File: src/rtl/chirp_pkg.sv
// Shared types and default widths for the chirp sequencer and its phase accumulator.
package chirp_pkg;

  localparam int unsigned PW = 22;
  localparam int unsigned SW = 12;
  localparam int unsigned CW = 8;
  localparam int unsigned GW = 10;

  typedef enum logic [1:0] {
    IDLE = 2'd0,
    RAMP = 2'd1,
    GAP  = 2'd2,
    DONE = 2'd3
  } state_e;

endpackage

File: src/rtl/chirp_phase_acc.sv
// Two-stage quadratic accumulator: freq ramps by slope, phase integrates freq (both mod 2^W).
module chirp_phase_acc
  import chirp_pkg::*;
#(
  parameter int unsigned W = PW
) (
  input  logic         clk,
  input  logic         clear_i,
  input  logic         load_inc_i,
  input  logic         step_i,
  input  logic [W-1:0] start_inc_i,
  input  logic [W-1:0] slope_i,
  output logic [W-1:0] phase_o
);

  logic [W-1:0] freq_q;
  logic [W-1:0] phase_q;

  // Sample 0 restarts at phase 0; later samples add the pre-step freq before it ramps.
  always_ff @(posedge clk) begin
    if (clear_i) begin
      freq_q  <= '0;
      phase_q <= '0;
    end else if (load_inc_i) begin
      freq_q  <= start_inc_i;
      phase_q <= '0;
    end else if (step_i) begin
      phase_q <= phase_q + freq_q;
      freq_q  <= freq_q + slope_i;
    end
  end

  assign phase_o = phase_q;

endmodule

File: src/rtl/chirp_sequencer.sv
// Frame sequencer for linear FM chirps driving the NCO phase path.
// Optional CHIRP_SEQ_ABORT_EN adds an abort input that returns a running frame to IDLE.
module chirp_sequencer
  import chirp_pkg::*;
(
  input  logic          clk,
  input  logic          reset,
  input  logic          start,
  input  logic [PW-1:0] cfg_start_inc,
  input  logic [PW-1:0] cfg_slope,
  input  logic [SW-1:0] cfg_num_samples,
  input  logic [CW-1:0] cfg_num_chirps,
  input  logic [GW-1:0] cfg_idle_cycles,
`ifdef CHIRP_SEQ_ABORT_EN
  input  logic          abort,
`endif
  output logic [PW-1:0] phase,
  output logic          phase_valid,
  output logic          chirp_start,
  output logic [CW-1:0] chirp_idx,
  output logic          busy,
  output logic          done
);

  state_e        state_q;
  logic [PW-1:0] inc_q;
  logic [PW-1:0] slope_q;
  logic [SW-1:0] nsamp_q;
  logic [CW-1:0] nchirp_q;
  logic [GW-1:0] idle_q;
  logic [SW-1:0] samp_q;
  logic [CW-1:0] chirp_q;
  logic [GW-1:0] gap_q;
  logic          valid_q;
  logic          cstart_q;
  logic          busy_q;
  logic          done_q;

  logic          abort_c;
  logic          kill_c;
  logic          start_ok_c;
  logic          last_samp_c;
  logic          last_chirp_c;
  logic          gap_last_c;
  logic          acc_clear_c;
  logic          acc_load_c;
  logic          acc_step_c;
  logic [PW-1:0] acc_inc_c;

  // Decode of the current position in the frame and the accumulator command for this edge.
  always_comb begin
    abort_c      = 1'b0;
`ifdef CHIRP_SEQ_ABORT_EN
    abort_c      = abort && (state_q != IDLE);
`endif
    kill_c       = reset || abort_c;
    start_ok_c   = start && (cfg_num_samples != '0) && (cfg_num_chirps != '0);
    last_samp_c  = (samp_q == (nsamp_q - SW'(1)));
    last_chirp_c = (chirp_q == (nchirp_q - CW'(1)));
    gap_last_c   = (gap_q == idle_q);
    acc_clear_c  = kill_c;
    acc_load_c   = 1'b0;
    acc_step_c   = 1'b0;
    if (!kill_c) begin
      case (state_q)
        IDLE: acc_load_c = start_ok_c;
        RAMP: begin
          if (!last_samp_c) begin
            acc_step_c = 1'b1;
          end else if (!last_chirp_c && (idle_q == '0)) begin
            acc_load_c = 1'b1;
          end
        end
        GAP:     acc_load_c = gap_last_c;
        default: ;
      endcase
    end
    // The shadow is not yet loaded on the starting edge, so take the increment straight from cfg.
    acc_inc_c = (state_q == IDLE) ? cfg_start_inc : inc_q;
  end

  // Frame FSM with counters and registered handshake outputs.
  always_ff @(posedge clk) begin
    if (kill_c) begin
      state_q  <= IDLE;
      inc_q    <= '0;
      slope_q  <= '0;
      nsamp_q  <= '0;
      nchirp_q <= '0;
      idle_q   <= '0;
      samp_q   <= '0;
      chirp_q  <= '0;
      gap_q    <= '0;
      valid_q  <= 1'b0;
      cstart_q <= 1'b0;
      busy_q   <= 1'b0;
      done_q   <= 1'b0;
    end else begin
      cstart_q <= 1'b0;
      done_q   <= 1'b0;
      case (state_q)
        IDLE: begin
          valid_q <= 1'b0;
          busy_q  <= 1'b0;
          chirp_q <= '0;
          if (start_ok_c) begin
            inc_q    <= cfg_start_inc;
            slope_q  <= cfg_slope;
            nsamp_q  <= cfg_num_samples;
            nchirp_q <= cfg_num_chirps;
            idle_q   <= cfg_idle_cycles;
            samp_q   <= '0;
            valid_q  <= 1'b1;
            cstart_q <= 1'b1;
            busy_q   <= 1'b1;
            state_q  <= RAMP;
          end
        end
        RAMP: begin
          if (!last_samp_c) begin
            samp_q <= samp_q + SW'(1);
          end else if (last_chirp_c) begin
            valid_q <= 1'b0;
            done_q  <= 1'b1;
            state_q <= DONE;
          end else if (idle_q != '0) begin
            valid_q <= 1'b0;
            gap_q   <= GW'(1);
            state_q <= GAP;
          end else begin
            samp_q   <= '0;
            chirp_q  <= chirp_q + CW'(1);
            cstart_q <= 1'b1;
          end
        end
        GAP: begin
          if (gap_last_c) begin
            samp_q   <= '0;
            chirp_q  <= chirp_q + CW'(1);
            valid_q  <= 1'b1;
            cstart_q <= 1'b1;
            state_q  <= RAMP;
          end else begin
            gap_q <= gap_q + GW'(1);
          end
        end
        DONE: begin
          busy_q  <= 1'b0;
          chirp_q <= '0;
          state_q <= IDLE;
        end
        default: state_q <= IDLE;
      endcase
    end
  end

  chirp_phase_acc #(
    .W(PW)
  ) u_acc (
    .clk        (clk),
    .clear_i    (acc_clear_c),
    .load_inc_i (acc_load_c),
    .step_i     (acc_step_c),
    .start_inc_i(acc_inc_c),
    .slope_i    (slope_q),
    .phase_o    (phase)
  );

  assign phase_valid = valid_q;
  assign chirp_start = cstart_q;
  assign chirp_idx   = chirp_q;
  assign busy        = busy_q;
  assign done        = done_q;

endmodule

File: config.mk
export PLATFORM = sky130hd
export DESIGN_NAME = chirp_sequencer
export DESIGN_NICKNAME = d
export VERILOG_FILES = /design/src/rtl/chirp_pkg.sv /design/src/rtl/chirp_phase_acc.sv /design/src/rtl/chirp_sequencer.sv
export SDC_FILE = /design/constraint.sdc
export NUM_CORES = 1
export LEC_CHECK = 0
export ABC_CLOCK_PERIOD_IN_PS = 3800
export CORE_UTILIZATION = 37
export DETAILED_ROUTE_END_ITERATION = 6
export PLACE_DENSITY_LB_ADDON = 0.05
export SYNTH_ARGS = -nofsm -noshare
export SYNTH_HDL_FRONTEND = slang
export SYNTH_SLANG_ARGS = --single-unit
File: constraint.sdc
create_clock -name clk -period 3.8 [get_ports clk]
set_input_delay 0.76 -clock clk [delete_from_list [all_inputs] [get_ports clk]]
set_output_delay 0.76 -clock clk [all_outputs]
set_load 0.01 [all_outputs]
==> impl_metrics.env, run 1 <==
export IMPL_status="completed"
export IMPL_whs_ns=0.4507
export IMPL_crit_start="nsamp_q[0]$_SDFFE_PP0P_"
export IMPL_syn_nets=1291
export IMPL_top_usage_layer="met2"
export IMPL_end_kind="register"
export IMPL_synth_edff_count=0
export IMPL_syn2layout_area_growth_pct=22.10
export IMPL_hold_viol=0
export IMPL_setup_viol=0
export IMPL_hpwlAfterDp_um=18750
export IMPL_nNetsFinal=1381
export IMPL_clk_latency_ns=0.43
export IMPL_grt_pass1_wl_um=40950
export IMPL_multi_input_area_um2=5669
export IMPL_drt_first_pass_iters=5
export IMPL_placed_cells=1550
export IMPL_yosys_warnings=0
export IMPL_power_density_nw_per_um2=625.2
export IMPL_wirelength_um=25650
export IMPL_cts_htree_levels=4
export IMPL_fillers=2361
export IMPL_critPathRequiredTime_ns=4.08
export IMPL_reg2reg_slack_ns=0.39
export IMPL_stdcell_count=1582
export IMPL_hold_depth=2
export IMPL_worstPathCellList="inv_1, ha_1, nor4b_4, nand2_1, o311ai_0, o22ai_1, or4_4, o41a_1, buf_12, a211oi_1, a311oi_1"
export IMPL_die_y_um=158.5
export IMPL_clkTransAtPathRegs_ns=0.07
export IMPL_path_buf_inv=2
export IMPL_track_usage=0.2111
export IMPL_peakVddDrop_v=0.0002913
export IMPL_synth_top_cell_by_area="dfxtp_1"
export IMPL_ys_flop_type="dfxtp_1"
export IMPL_port_buffer_count=110
export IMPL_clock_tree_buffer_depth=2
export IMPL_start_kind="register"
export IMPL_p_leak_nw=4.265
export IMPL_route_detailed_drc=0
export IMPL_start_util=0.3817
export IMPL_cpPeakStageDelay_ns=0.56
export IMPL_seq_area_frac_synth=0.3400
export IMPL_vias=8333
export IMPL_synth_seq_cells=154
export IMPL_max_cap_violations=0
export IMPL_yosysTopAreaCellShare=0.3400
export IMPL_cts_tree="built"
export IMPL_grt_max_degree=75
export IMPL_critical_path_class="register to register"
export IMPL_final_area_um2=11070
export IMPL_grtUsageMet2=0.3273
export IMPL_timing_slew_headroom=0.4348
export IMPL_root_buffer="clkbuf_16"
export IMPL_met3_usage=0.02722
export IMPL_n_antenna_cell=0
export IMPL_synthesis_area_um2=9066
export IMPL_synth_distinct_cells=69
export IMPL_synth_area_leaders="dfxtp_1 (34%), nand2_1 (10%), a21oi_1 (7.9%), ha_1 (7.2%), xor2_1 (4.5%)"
export IMPL_die_w_um=158.5
export IMPL_core_um2=23750
export IMPL_rr_worst_depth=11
export IMPL_avgRoutedWirePerCell_um=16.21
export IMPL_drt_iter0_markers=375
export IMPL_period_needed_ns=3.409
export IMPL_crit_end="u_acc.freq_q[5]$_SDFFE_PP0P_"
export IMPL_ios=111
export IMPL_slew_viol_final=0
export IMPL_numCtsBuffers=17
export IMPL_r2r_start="nsamp_q[0]$_SDFFE_PP0P_"
export IMPL_synth_async_sr_flop_share=0
export IMPL_grt_antenna_before_repair=0
export IMPL_place_area_um2=10480
export IMPL_power_total_mw=6.920
export IMPL_grt_use_met1=0.3070
export IMPL_die_area_um2=25130
export IMPL_regToRegEndpoint="u_acc.freq_q[5]$_SDFFE_PP0P_"
export IMPL_hold_path_class="register to register"
export IMPL_seq_area_um2=3083
export IMPL_slowest_stage="or4_4"
export IMPL_ant_nets=0
export IMPL_drive_above_1_share=0.05542
export IMPL_skew_ns=0.01106
export IMPL_path_max_fanout=38
export IMPL_max_freq_ghz=0.2933
export IMPL_synth_xor_xnor_area_share=0.08018
export IMPL_worstPathArrival_ns=3.69
export IMPL_syn_area_per_cell_um2=7.816
export IMPL_synth_fa_ha_area_frac=0.07618
export IMPL_std_cell_rows=56
export IMPL_post_route_period_util=0.8972
export IMPL_rsz0062_at_grt="no"
export IMPL_grt_pass1_vias=7673
export IMPL_syn_inst=1160
export IMPL_tns_ns=0
export IMPL_crit_cells=11
export IMPL_gp_congestion=0.8348
export IMPL_overflow=0
export IMPL_synth_compound_area_frac=0.2140
export IMPL_clock_sinks=154
export IMPL_synthSimpleGateAreaFrac=0.2364
export IMPL_tightest_slew_ns=0.8478
export IMPL_via_per_inst=5.267
export IMPL_cp_top_family="compound AO/OA/AOI/OAI gates"
export IMPL_hold_start="inc_q[8]$_SDFFE_PP0P_"
export IMPL_synth_top_family_by_area="simple AND/OR/NAND/NOR gates"
export IMPL_synth_mux_area_frac=0.01573
how the worst min path moves through the flow:
stage and to:
2_1_floorplan inc_q[0]$_SDFFE_PP0P_, 3_3_place_gp inc_q[8]$_SDFFE_PP0P_, 3_5_place_dp inc_q[12]$_SDFFE_PP0P_, 4_1_cts inc_q[12]$_SDFFE_PP0P_, 5_1_grt inc_q[7]$_SDFFE_PP0P_, 6_report inc_q[8]$_SDFFE_PP0P_
cells in the mapped netlist (6+ instances only):
cell      count
a211oi_1     32
a21o_1        6
a21oi_1     144
a311oi_1     14
a31oi_1       8
and3_1       17
buf_2         7
clkbuf_1     41
dfxtp_1     154
ha_1         52
inv_1        23
mux2i_1      12
nand2_1     251
nand2b_1      6
nand3_1      28
nand4_1      14
nor2_1       65
nor2b_1      25
nor3_1       18
nor4_1       16
o211ai_1      6
o21a_1        6
o21ai_0      35
o21bai_1      7
o31ai_1       6
or3_1         7
xnor2_1      36
xor2_1       47
through the flow:
stage               setup WS, ns    util
floorplan                 0.7526       -
global placement          0.2219  0.4414
detailed placement        0.1861  0.4414
CTS                       0.1606  0.4659
global route              0.1718  0.4660
finish                    0.3906  0.4660
logic make-up after synthesis:
logic type               count (synthesis)
adder cells (fa/ha/maj)                 54
AO/OA/AOI/OAI                          303
AND/OR/NAND/NOR                        471
multiplexers                            14
buffers and inverters                   81
flip-flops                             154
XOR/XNOR                                83
layout by cell type, fill, tap and decap left out, types with 5 or more instances in the layout:
master           netlist  final
a211oi_1              32     32
or3_1                  7      7
o31ai_1                6      6
and3_1                17     17
xnor2_1               36     36
o211ai_1               6      6
nor2b_1               25     25
a21oi_1              144    144
a2111oi_0              5      5
or2_2                  5      5
a311oi_1              14     14
o21bai_1               7      7
nand2_1              251    251
a21o_1                 6      6
nor2_1                65     63
nor4_1                16     16
clkbuf_16              0     17
mux2i_1               12     12
buf_4                  1     18
o21ai_0               35     34
nand2b_1               6      6
o21a_1                 6      6
inv_6                  0      5
nor3_1                18     18
dfxtp_1              154    154
inv_1                 23     23
ha_1                  52     52
nand4_1               14     14
a31oi_1                8      8
xor2_1                47     47
clkdlybuf4s50_1        0    109
nand3_1               28     28
where the power goes:
part           leakage [nW]  total, mW  switching, mW  internal (mW)
registers              1.26       2.25          0.343           1.90
logic                  2.72       2.96           1.78           1.17
clock network         0.283       1.72          0.787          0.931
total                  4.27       6.92           2.91           4.01
tightest hold or removal path: cells and delay by family, from the launching register on:
family	cells	cell delay [ns]
compound gates	1	0.05
flops	1	0.31
simple gates	1	0.05
registers in the layout (all words and copies together) (netlist names), 10 cells and up:
register       count
inc_q             22
slope_q           22
u_acc.freq_q      22
u_acc.phase_o     22
nsamp_q           12
samp_q            12
gap_q             10
idle_q            10
timing repair:
item,CTS,global route
buffers inserted,0,0
endpoints found under the setup margin,0,14
hold buffers,0,0
gates resized for setup,0,2
area by class of cell:
class | instances | share of cell area
Multi-Input combinational cell | 925 | 0.5121
Sequential cell | 154 | 0.2785
Timing Repair Buffer | 128 | 0.1126
Clock buffer | 17 | 0.03843
Tap cell | 319 | 0.03606
Clock inverter | 15 | 0.01413
Inverter | 24 | 0.008138
metal layers:
metal	routed length [um]	share of wire
met1	13370	0.52
met2	11250	0.44
met3	746	0.029
met4	281	0.011
met5	0	0
Power figures use the tool's default switching activity.
==> inputs of run 2 (changes only) <==
CORE_ASPECT_RATIO = 1.75   (was default)
CORE_UTILIZATION = 57   (was 37)
CTS_CLUSTER_DIAMETER = 40   (was default)
==> run 2 against run 1 <==
Sequential power is essentially flat. Routed wire length down 5.5%. Critical path depth down 2. First-iteration DRC count is 9.1% higher. Cell area down 1.9%. Setup slack lost 0.11 ns. Hold slack got worse by 0.00093 ns. Largest power group unchanged.
==> impl_metrics.env, run 2 (synthesis results as in run 1) <==
export IMPL_max_freq_ghz=0.2841
export IMPL_root_buffer="clkbuf_16"
export IMPL_die_area_um2=16430
export IMPL_timing_slew_headroom=0.4656
export IMPL_drt_iter0_markers=409
export IMPL_end_kind="register"
export IMPL_final_common_cell="nand2_1"
export IMPL_grt_pass1_wl_um=39630
export IMPL_track_usage=0.2977
export IMPL_setup_viol=0
export IMPL_drt_first_pass_iters=5
export IMPL_overflow=0
export IMPL_path_max_fanout=32
export IMPL_tightest_slew_ns=0.8017
export IMPL_die_y_um=168.8
export IMPL_rr_worst_depth=9
export IMPL_route_detailed_drc=0
export IMPL_post_route_period_util=0.9263
export IMPL_final_cell_mix="nand2_1 (251), dfxtp_1 (154), a21oi_1 (144), clkdlybuf4s50_1 (109), nor2_1 (63)"
export IMPL_start_util=0.5862
export IMPL_vias=8559
export IMPL_core_um2=15460
export IMPL_clock_sinks=154
export IMPL_p_leak_nw=4.251
export IMPL_peakVddDrop_v=0.0004731
export IMPL_syn2layout_area_growth_pct=19.78
export IMPL_drive_above_1_share=0.05317
export IMPL_nNetsFinal=1379
export IMPL_skew_ns=0.01230
export IMPL_critical_path_class="register to register"
export IMPL_hold_viol=0
export IMPL_hold_start="inc_q[3]$_SDFFE_PP0P_"
export IMPL_period_needed_ns=3.520
export IMPL_gp_congestion=0.9406
export IMPL_grt_max_degree=75
export IMPL_via_per_inst=5.919
export IMPL_min_to="inc_q[3]$_SDFFE_PP0P_"
export IMPL_grt_antenna_before_repair=0
export IMPL_wirelength_um=24250
export IMPL_numCtsBuffers=17
export IMPL_post_cts_repair_setup_buffers=0
export IMPL_max_cap_violations=0
export IMPL_seq_area_um2=3083
export IMPL_grt_pass1_vias=8382
export IMPL_cts_hold_buf=0
export IMPL_cts_tree="built"
export IMPL_tns_ns=0
export IMPL_cts_htree_levels=4
export IMPL_r2r_start="nchirp_q[2]$_SDFFE_PP0P_"
export IMPL_clk_latency_ns=0.43
export IMPL_slew_viol_final=0
export IMPL_power_total_mw=6.777
export IMPL_status="completed"
export IMPL_hpwlAfterDp_um=17820
export IMPL_critPathRequiredTime_ns=4.08
export IMPL_ant_nets=0
export IMPL_fillers=1319
export IMPL_reg2reg_slack_ns=0.28
export IMPL_start_kind="register"
export IMPL_crit_start="nchirp_q[2]$_SDFFE_PP0P_"
export IMPL_avgRoutedWirePerCell_um=16.77
export IMPL_power_density_nw_per_um2=624.1
export IMPL_n_antenna_cell=0
export IMPL_die_w_um=97.34
export IMPL_rsz0062_at_grt="no"
export IMPL_regToRegEndpoint="u_acc.freq_q[0]$_SDFFE_PP0P_"
export IMPL_hold_path_class="register to register"
export IMPL_port_buffer_count=110
export IMPL_clkTransAtPathRegs_ns=0.07
export IMPL_multi_input_area_um2=5658
export IMPL_clock_tree_buffer_depth=2
export IMPL_worstPathArrival_ns=3.80
export IMPL_hold_depth=2
export IMPL_ios=111
export IMPL_std_cell_rows=60
[run 2: power breakdown]
group          total (mW)  leakage, nW  switching, mW  internal (mW)
Clock                1.61        0.276          0.751          0.863
Combinational        2.93         2.72           1.77           1.16
Sequential           2.23         1.26          0.329           1.90
Total                6.78         4.25           2.85           3.93
[run 2: worst max-delay path: stages, from the launching register on]
cell,delay (ns)
dfxtp_1,0.39
nor4_1,0.70
a211oi_1,0.19
a2111oi_0,0.47
a2111oi_2,0.12
or2_2,0.36
o41a_1,0.54
buf_12,0.24
a211oi_1,0.26
a311oi_1,0.09
[run 2: worst max-delay path by stage]
stage / to / slack [ns]
after floorplan: gap_q[6]$_SDFFE_PP0P_ / 0.75
after global placement: u_acc.freq_q[5]$_SDFFE_PP0P_ / 0.27
after detailed placement: u_acc.freq_q[0]$_SDFFE_PP0P_ / 0.18
after CTS: chirp_idx[1]$_SDFFE_PP0P_ / 0.18
after global routing: u_acc.freq_q[10]$_SDFFE_PP0P_ / 0.01
final: u_acc.freq_q[0]$_SDFFE_PP0P_ / 0.28
[run 2: timing repair]
action,in CTS,in global routing
hold endpoints to repair,0,0
setup endpoints to repair,0,10
resized for setup,0,3
[run 2: area by class of cell]
class / count / share of cell area
Timing Repair Buffer: 126 / 0.1145
Inverter: 24 / 0.008296
Clock buffer: 17 / 0.03917
Tap cell: 186 / 0.02143
Clock inverter: 14 / 0.01164
Multi-Input combinational cell: 925 / 0.5210
Sequential cell: 154 / 0.2839
[run 2: layer usage]
layer,GRT usage,up-vias,part of all wire
met2,0.5723,205,0.54
met4,0.1752,0,0.053
li1,-,4288,-
met1,0.2998,4003,0.37
met3,0.04335,63,0.035
met5,0,-,0
[run 2: stage by stage]
step | worst slack (ns) | hold WS [ns] | cells | utilization | cell area (um^2)
after floorplan | 0.7526 | 0.4318 | 1160 | - | 9066
after global placement | 0.2736 | 0.4372 | 1415 | 0.6663 | 10300
after detailed placement | 0.1790 | 0.4417 | 1415 | 0.6663 | 10300
after CTS | 0.1835 | 0.4501 | 1446 | 0.7019 | 10860
after global routing | 0.01418 | 0.4654 | 1446 | 0.7022 | 10860
final | 0.2799 | 0.4498 | 1446 | 0.7022 | 10860
==> inputs of run 3 (changes only) <==
CAP_MARGIN = 20   (was default)
==> results of run 3 <==
Final layout, timing and power as in run 2 (identical DEF).
